===== config.mk =====
export PLATFORM = sky130hd
export DESIGN_NAME = pipeline_ctrl
export DESIGN_NICKNAME = d
export VERILOG_FILES = /design/src/rtl/cpu_types_pkg.sv /design/src/rtl/pipeline_ctrl_hazard_detect.sv /design/src/rtl/pipeline_ctrl.sv
export SDC_FILE = /design/constraint.sdc
export NUM_CORES = 1
export LEC_CHECK = 0
export ABC_AREA = 1
export BUFFER_PORTS_ARGS = -buffer_cell sky130_fd_sc_hd__buf_4
export CAP_MARGIN = 10
export CORE_AREA = 2 2 39 41
export DETAILED_ROUTE_END_ITERATION = 8
export DIE_AREA = 0 0 41 43
export GPL_ROUTABILITY_DRIVEN = 0
export GPL_TIMING_DRIVEN = 0
export PLACE_DENSITY = 0.81
export SKIP_CTS_REPAIR_TIMING = 1
export SLEW_MARGIN = 15
export SYNTH_ARGS = -nofsm -noshare
export SYNTH_HDL_FRONTEND = slang
export SYNTH_SLANG_ARGS = --single-unit

===== constraint.sdc =====
create_clock -name CLK -period 1.3 [get_ports CLK]
set_clock_uncertainty 0.05 [all_clocks]
set_input_delay 0.13 -clock CLK [delete_from_list [all_inputs] [get_ports CLK]]
set_output_delay 0.13 -clock CLK [all_outputs]
set_load 0.01 [all_outputs]

===== src/rtl/cpu_types_pkg.sv =====
// cpu_types_pkg: shared types for the pipeline sequencing logic.
//   pipe_state_t : pipeline controller FSM states.
//   latch_ctrl_t : per-latch {en, flush} control pair.
//   LC_*         : common latch control encodings.
package cpu_types_pkg;

  typedef enum logic [1:0] {
    RUN,
    DSTALL,
    DRAIN,
    HALTED
  } pipe_state_t;

  typedef struct packed {
    logic en;
    logic flush;
  } latch_ctrl_t;

  // A flushing latch also has en=1 so flush never pairs with a held latch.
  localparam latch_ctrl_t LC_HOLD  = '{en: 1'b0, flush: 1'b0};
  localparam latch_ctrl_t LC_CAP   = '{en: 1'b1, flush: 1'b0};
  localparam latch_ctrl_t LC_FLUSH = '{en: 1'b1, flush: 1'b1};

endpackage


===== src/rtl/pipeline_ctrl_hazard_detect.sv =====
// hazard_detect: combinational load-use hazard compare.
//   idex_memread : ID/EX instruction is a load
//   idex_rt      : ID/EX load destination register
//   ifid_rs/rt   : IF/ID source registers
//   loaduse      : IF/ID instruction consumes the in-flight load result
module hazard_detect #(
  parameter int REG_W = 5
) (
  input  logic             idex_memread,
  input  logic [REG_W-1:0] idex_rt,
  input  logic [REG_W-1:0] ifid_rs,
  input  logic [REG_W-1:0] ifid_rt,
  output logic             loaduse
);

  // Register 0 is hardwired zero, so a load to it never creates a hazard.
  assign loaduse = idex_memread && (idex_rt != '0) &&
                   ((idex_rt == ifid_rs) || (idex_rt == ifid_rt));

endmodule


===== src/rtl/pipeline_ctrl.sv =====
// pipeline_ctrl: central sequencing unit for the 5-stage pipeline.
//   CLK, nRST            : clock, asynchronous active-low reset
//   ihit, dhit           : fetch / data access complete this cycle
//   dmem_req             : MEM-stage instruction accesses data memory
//   branch_taken         : MEM-stage redirect
//   halt_mem             : halt instruction in MEM
//   idex_memread/rt, ifid_rs/rt : load-use hazard inputs
//   pc_en, *_en, *_flush : PC load and per-latch capture/clear controls
//   halt                 : sticky halted indication (registered)
// Optional: define PIPE_PERF_CNT_EN to add saturating performance counters
//   stall_cycles, flush_events, loaduse_events.
module pipeline_ctrl
  import cpu_types_pkg::*;
#(
  parameter int REG_W = 5
) (
  input  logic             CLK,
  input  logic             nRST,
  input  logic             ihit,
  input  logic             dhit,
  input  logic             dmem_req,
  input  logic             branch_taken,
  input  logic             halt_mem,
  input  logic             idex_memread,
  input  logic [REG_W-1:0] idex_rt,
  input  logic [REG_W-1:0] ifid_rs,
  input  logic [REG_W-1:0] ifid_rt,
  output logic             pc_en,
  output logic             ifid_en,
  output logic             idex_en,
  output logic             exmem_en,
  output logic             memwb_en,
  output logic             ifid_flush,
  output logic             idex_flush,
  output logic             exmem_flush,
  output logic             memwb_flush,
  output logic             halt
`ifdef PIPE_PERF_CNT_EN
  ,
  output logic [31:0]      stall_cycles,
  output logic [31:0]      flush_events,
  output logic [31:0]      loaduse_events
`endif
);

  pipe_state_t state, nxt;
  latch_ctrl_t ifid_c, idex_c, exmem_c, memwb_c;
  logic        pc_en_c;
  logic        loaduse;
  logic        stall;
  logic        br_win;
  logic        lu_win;

  hazard_detect #(.REG_W(REG_W)) u_hazard (
    .idex_memread (idex_memread),
    .idex_rt      (idex_rt),
    .ifid_rs      (ifid_rs),
    .ifid_rt      (ifid_rt),
    .loaduse      (loaduse)
  );

  // RUN and DSTALL share one priority chain; they differ only in the
  // stall term (DSTALL waits on dhit alone).
  always_comb begin
    nxt     = state;
    pc_en_c = 1'b0;
    ifid_c  = LC_HOLD;
    idex_c  = LC_HOLD;
    exmem_c = LC_HOLD;
    memwb_c = LC_HOLD;
    stall   = 1'b0;
    br_win  = 1'b0;
    lu_win  = 1'b0;
    case (state)
      RUN, DSTALL: begin
        stall = (state == RUN) ? (dmem_req && !dhit) : !dhit;
        if (stall) begin
          memwb_c = LC_FLUSH;
          nxt     = DSTALL;
        end else if (halt_mem) begin
          ifid_c  = LC_FLUSH;
          idex_c  = LC_FLUSH;
          exmem_c = LC_FLUSH;
          memwb_c = LC_CAP;
          nxt     = DRAIN;
        end else if (branch_taken) begin
          pc_en_c = 1'b1;
          ifid_c  = LC_FLUSH;
          idex_c  = LC_FLUSH;
          exmem_c = LC_FLUSH;
          memwb_c = LC_CAP;
          br_win  = 1'b1;
          nxt     = RUN;
        end else if (loaduse) begin
          idex_c  = LC_FLUSH;
          exmem_c = LC_CAP;
          memwb_c = LC_CAP;
          lu_win  = 1'b1;
          nxt     = RUN;
        end else if (!ihit) begin
          ifid_c  = LC_FLUSH;
          idex_c  = LC_CAP;
          exmem_c = LC_CAP;
          memwb_c = LC_CAP;
          nxt     = RUN;
        end else begin
          pc_en_c = 1'b1;
          ifid_c  = LC_CAP;
          idex_c  = LC_CAP;
          exmem_c = LC_CAP;
          memwb_c = LC_CAP;
          nxt     = RUN;
        end
      end
      DRAIN:   nxt = HALTED;
      HALTED:  nxt = HALTED;
      default: nxt = RUN;
    endcase
  end

  // Controls are forced inactive while reset is held.
  assign pc_en       = nRST && pc_en_c;
  assign ifid_en     = nRST && ifid_c.en;
  assign idex_en     = nRST && idex_c.en;
  assign exmem_en    = nRST && exmem_c.en;
  assign memwb_en    = nRST && memwb_c.en;
  assign ifid_flush  = nRST && ifid_c.flush;
  assign idex_flush  = nRST && idex_c.flush;
  assign exmem_flush = nRST && exmem_c.flush;
  assign memwb_flush = nRST && memwb_c.flush;

  always_ff @(posedge CLK or negedge nRST) begin
    if (!nRST) begin
      state <= RUN;
      halt  <= 1'b0;
    end else begin
      state <= nxt;
      halt  <= (nxt == HALTED);
    end
  end

`ifdef PIPE_PERF_CNT_EN
  always_ff @(posedge CLK or negedge nRST) begin
    if (!nRST) begin
      stall_cycles   <= '0;
      flush_events   <= '0;
      loaduse_events <= '0;
    end else if (state != HALTED) begin
      if (!pc_en_c && (stall_cycles != '1))  stall_cycles   <= stall_cycles + 32'd1;
      if (br_win && (flush_events != '1))    flush_events   <= flush_events + 32'd1;
      if (lu_win && (loaduse_events != '1))  loaduse_events <= loaduse_events + 32'd1;
    end
  end
`endif

endmodule


==> results.yml <==
synthesis:
  yosysWarnings: 0
  syn_area_per_cell_sq_um: 5.73
  ys_seq_area_share_pct: 16.8
  async_reset_ff_share_pct: 100
  synth_top_cell_area_share_pct: 21.8
  syn_area_sq_um: 447
  ys_types: 21
  synth_nets: 101
  synthFlopType: "dfrtp_1"
  synth_top_area_cell: "nand2_1"
  synthCells: 78
  ys_top_cells_by_count: "nand2_1, inv_1, inv_2"
  synth_edf_count: 0
  synthTopCellsByArea: "nand2_1, dfrtp_1, inv_1, inv_2, nor2_1"
  ys_ff_latch: 3
  yosysMostFrequentCell: "nand2_1"
floorplan:
  pin_count: 33
  die_w_um: 41
  start_util_pct: 32.3
  core_sq_um: 1380
  rows: 14
  die_h_um: 43
  die-area_sq_um: 1760
global_routing:
  grt_pass1_wl_mm: 1.66
  antenna_found_initial: 0
  overflow: 0
  grt_pass1_vias: 466
  grt_max_degree: 7
  grt_usage_pct: 13.4
finish:
  utilization_pct: 54.8
  syn_to_final_growth_pct: 69.7
  drive_gt1_share_pct: 48.3
  antenna_cells: 0
  multi_input_area_sq_um: 282
  stdcell_count: 132
  fillers: 145
  nets: 140
  regArea_sq_um: 75.1
timing:
  setup_viol: 8
  max_slew_margin_pct: 88.6
  final-max-slew-violation-count: 0
  period_share_pct: 121
  fin_ws_ns: -0.268
  max_freq_ghz: 0.638
  rsz0062_at_grt: "true"
  final-hold-violation-count: 0
  worst_pin_slew_ns: 0.170
  post-route-min-period_ns: 1.57
power:
  p_leak_nw: 0.475
  power_density_nw_per_um2: 507
  ir_worst_vdd_mv: 0.352
  p_total_w: 0.000384
place:
  port_buffers: 32
  dp_hpwl_um: 904
  dp_cells: 126
  post-place-ws_ns: -0.0429
outcome:
  status: "finished with violations"
  violations: "setup timing"
cts:
  clk_pin_slew_ns: 0.04
  cts_tree: "yes"
  clkLatencyLatePin_ns: 0.23
  cts-htree-levels: 1
  cts.path.max_buffers: 2
  clock_sinks: 3
  cts_buffers: 3
  cts_root_buffer: "clkbuf_4"
routing:
  drt-pass1-iter-count: 1
  dr.first_iter.drc_count: 0
  vias_per_cell: 4.18
  dr_total_vias: 552
  wirelength_mm: 1.03
  drc: 0
  wire_per_inst_um: 7.80
  ant_nets: 0
critical_path:
  end_kind: "output pin"
  r2r_cells: 4
  r2r-end: "state[0]$_DFF_PN0_"
  r2r_slack_ns: 0.43
  cp_data_arrival_time_ns: 1.39
  crit_path_max_fanout: 6
  reg2reg_from: "state[1]$_DFF_PN0_"
  start_kind: "register"
  critPathRequiredTime_ns: 1.12
  path_class: "register to output pin"
flow_run:
  cap_violations: 0
worst_hold_path:
  hp-start: "dhit"
  min_path_cells: 4
  hold_path_end: "state[0]$_DFF_PN0_"
  min_path_type: "primary input to register"
## sequential cells by signal, indices dropped and copies added, names as in the netlist
| register | flops |
|---|---|
| state | 2 |
| halt | 1 |
## through the flow
stage / area, sq um / hold slack, ns / TNS (ns)
after floorplan: 447 / -0.216 / 0
after global placement: 707 / -0.123 / -0.0542
after detailed placement: 707 / -0.123 / -0.0983
after CTS: 733 / -0.370 / -1.77
after global routing: 758 / 0.148 / -2.14
final: 758 / 0.144 / -1.43
## power by group
group | switching [W] | leakage [nW] | internal (W)
sequential | 0 | 0.0262 | 0.0000939
clock | 0.0000454 | 0.0150 | 0.000115
combinational | 0.0000610 | 0.434 | 0.0000690
total | 0.000106 | 0.475 | 0.000278
## worst max path at each step
stage	from	to	slack, ns	cells past startpoint
2_1_floorplan	state[1]$_DFF_PN0_	ifid_flush	0.07	7
3_3_place_gp	state[1]$_DFF_PN0_	pc_en	-0.03	8
3_5_place_dp	state[1]$_DFF_PN0_	ifid_flush	-0.04	8
4_1_cts	state[1]$_DFF_PN0_	ifid_flush	-0.30	8
5_1_grt	state[1]$_DFF_PN0_	ifid_flush	-0.36	8
6_report	state[1]$_DFF_PN0_	ifid_flush	-0.27	8
## layer usage
layer | GRT usage (%) | part of all wire (%)
met5 | 0 | 0
met4 | 4.00 | 0
met3 | 3.66 | 9.2
met2 | 24.1 | 55
met1 | 14.1 | 36
## worst max-delay path, cell delays in order, from the launching register on
cell	delay, ns
dfrtp_1	0.40
nor2_2	0.10
a21oi_2	0.07
inv_2	0.07
nand2_4	0.06
nor2_8	0.13
nand2_2	0.08
o21ai_2	0.11
buf_4	0.13
## placed cells by master, fill, tap and decap left out
cell type and n:
nand2_2 3, clkbuf_4 3, o21ai_4 1, a21oi_2 2
dlygate4sd3_1 1, clkbuf_1 2, dfrtp_1 3, buf_6 2
inv_2 8, nor3_1 1, nand3_2 1, nor2_1 7
nand2_4 1, nand4_1 1, xnor2_1 2, nor2_2 1
clkinv_1 1, inv_1 12, nor2_8 1, o21ai_2 1
nand2_1 26, buf_4 32, nand3_1 2, o21ai_0 2
## cells by family (layout without fill, tap and decap cells)
family	after synthesis	after routing	share of synthesized area, %
and+or+nand+nor	44	44	47.3
AOI/OAI and AO/OA	6	6	11.8
xor gates and xnor gates	2	2	3.92
buffers and inverters	23	61	20.2
DFF	3	3	16.8
## cell type report
type,instances,share of cell area (%)
clock buffers,4,3.47
plain buffers,2,1.49
flip-flops and latches,3,9.90
repair buffers,34,35.0
well taps,16,2.64
multi-input cells,52,37.1
inverters,21,10.4
No activity file was read; power rests on OpenSTA's default activity.
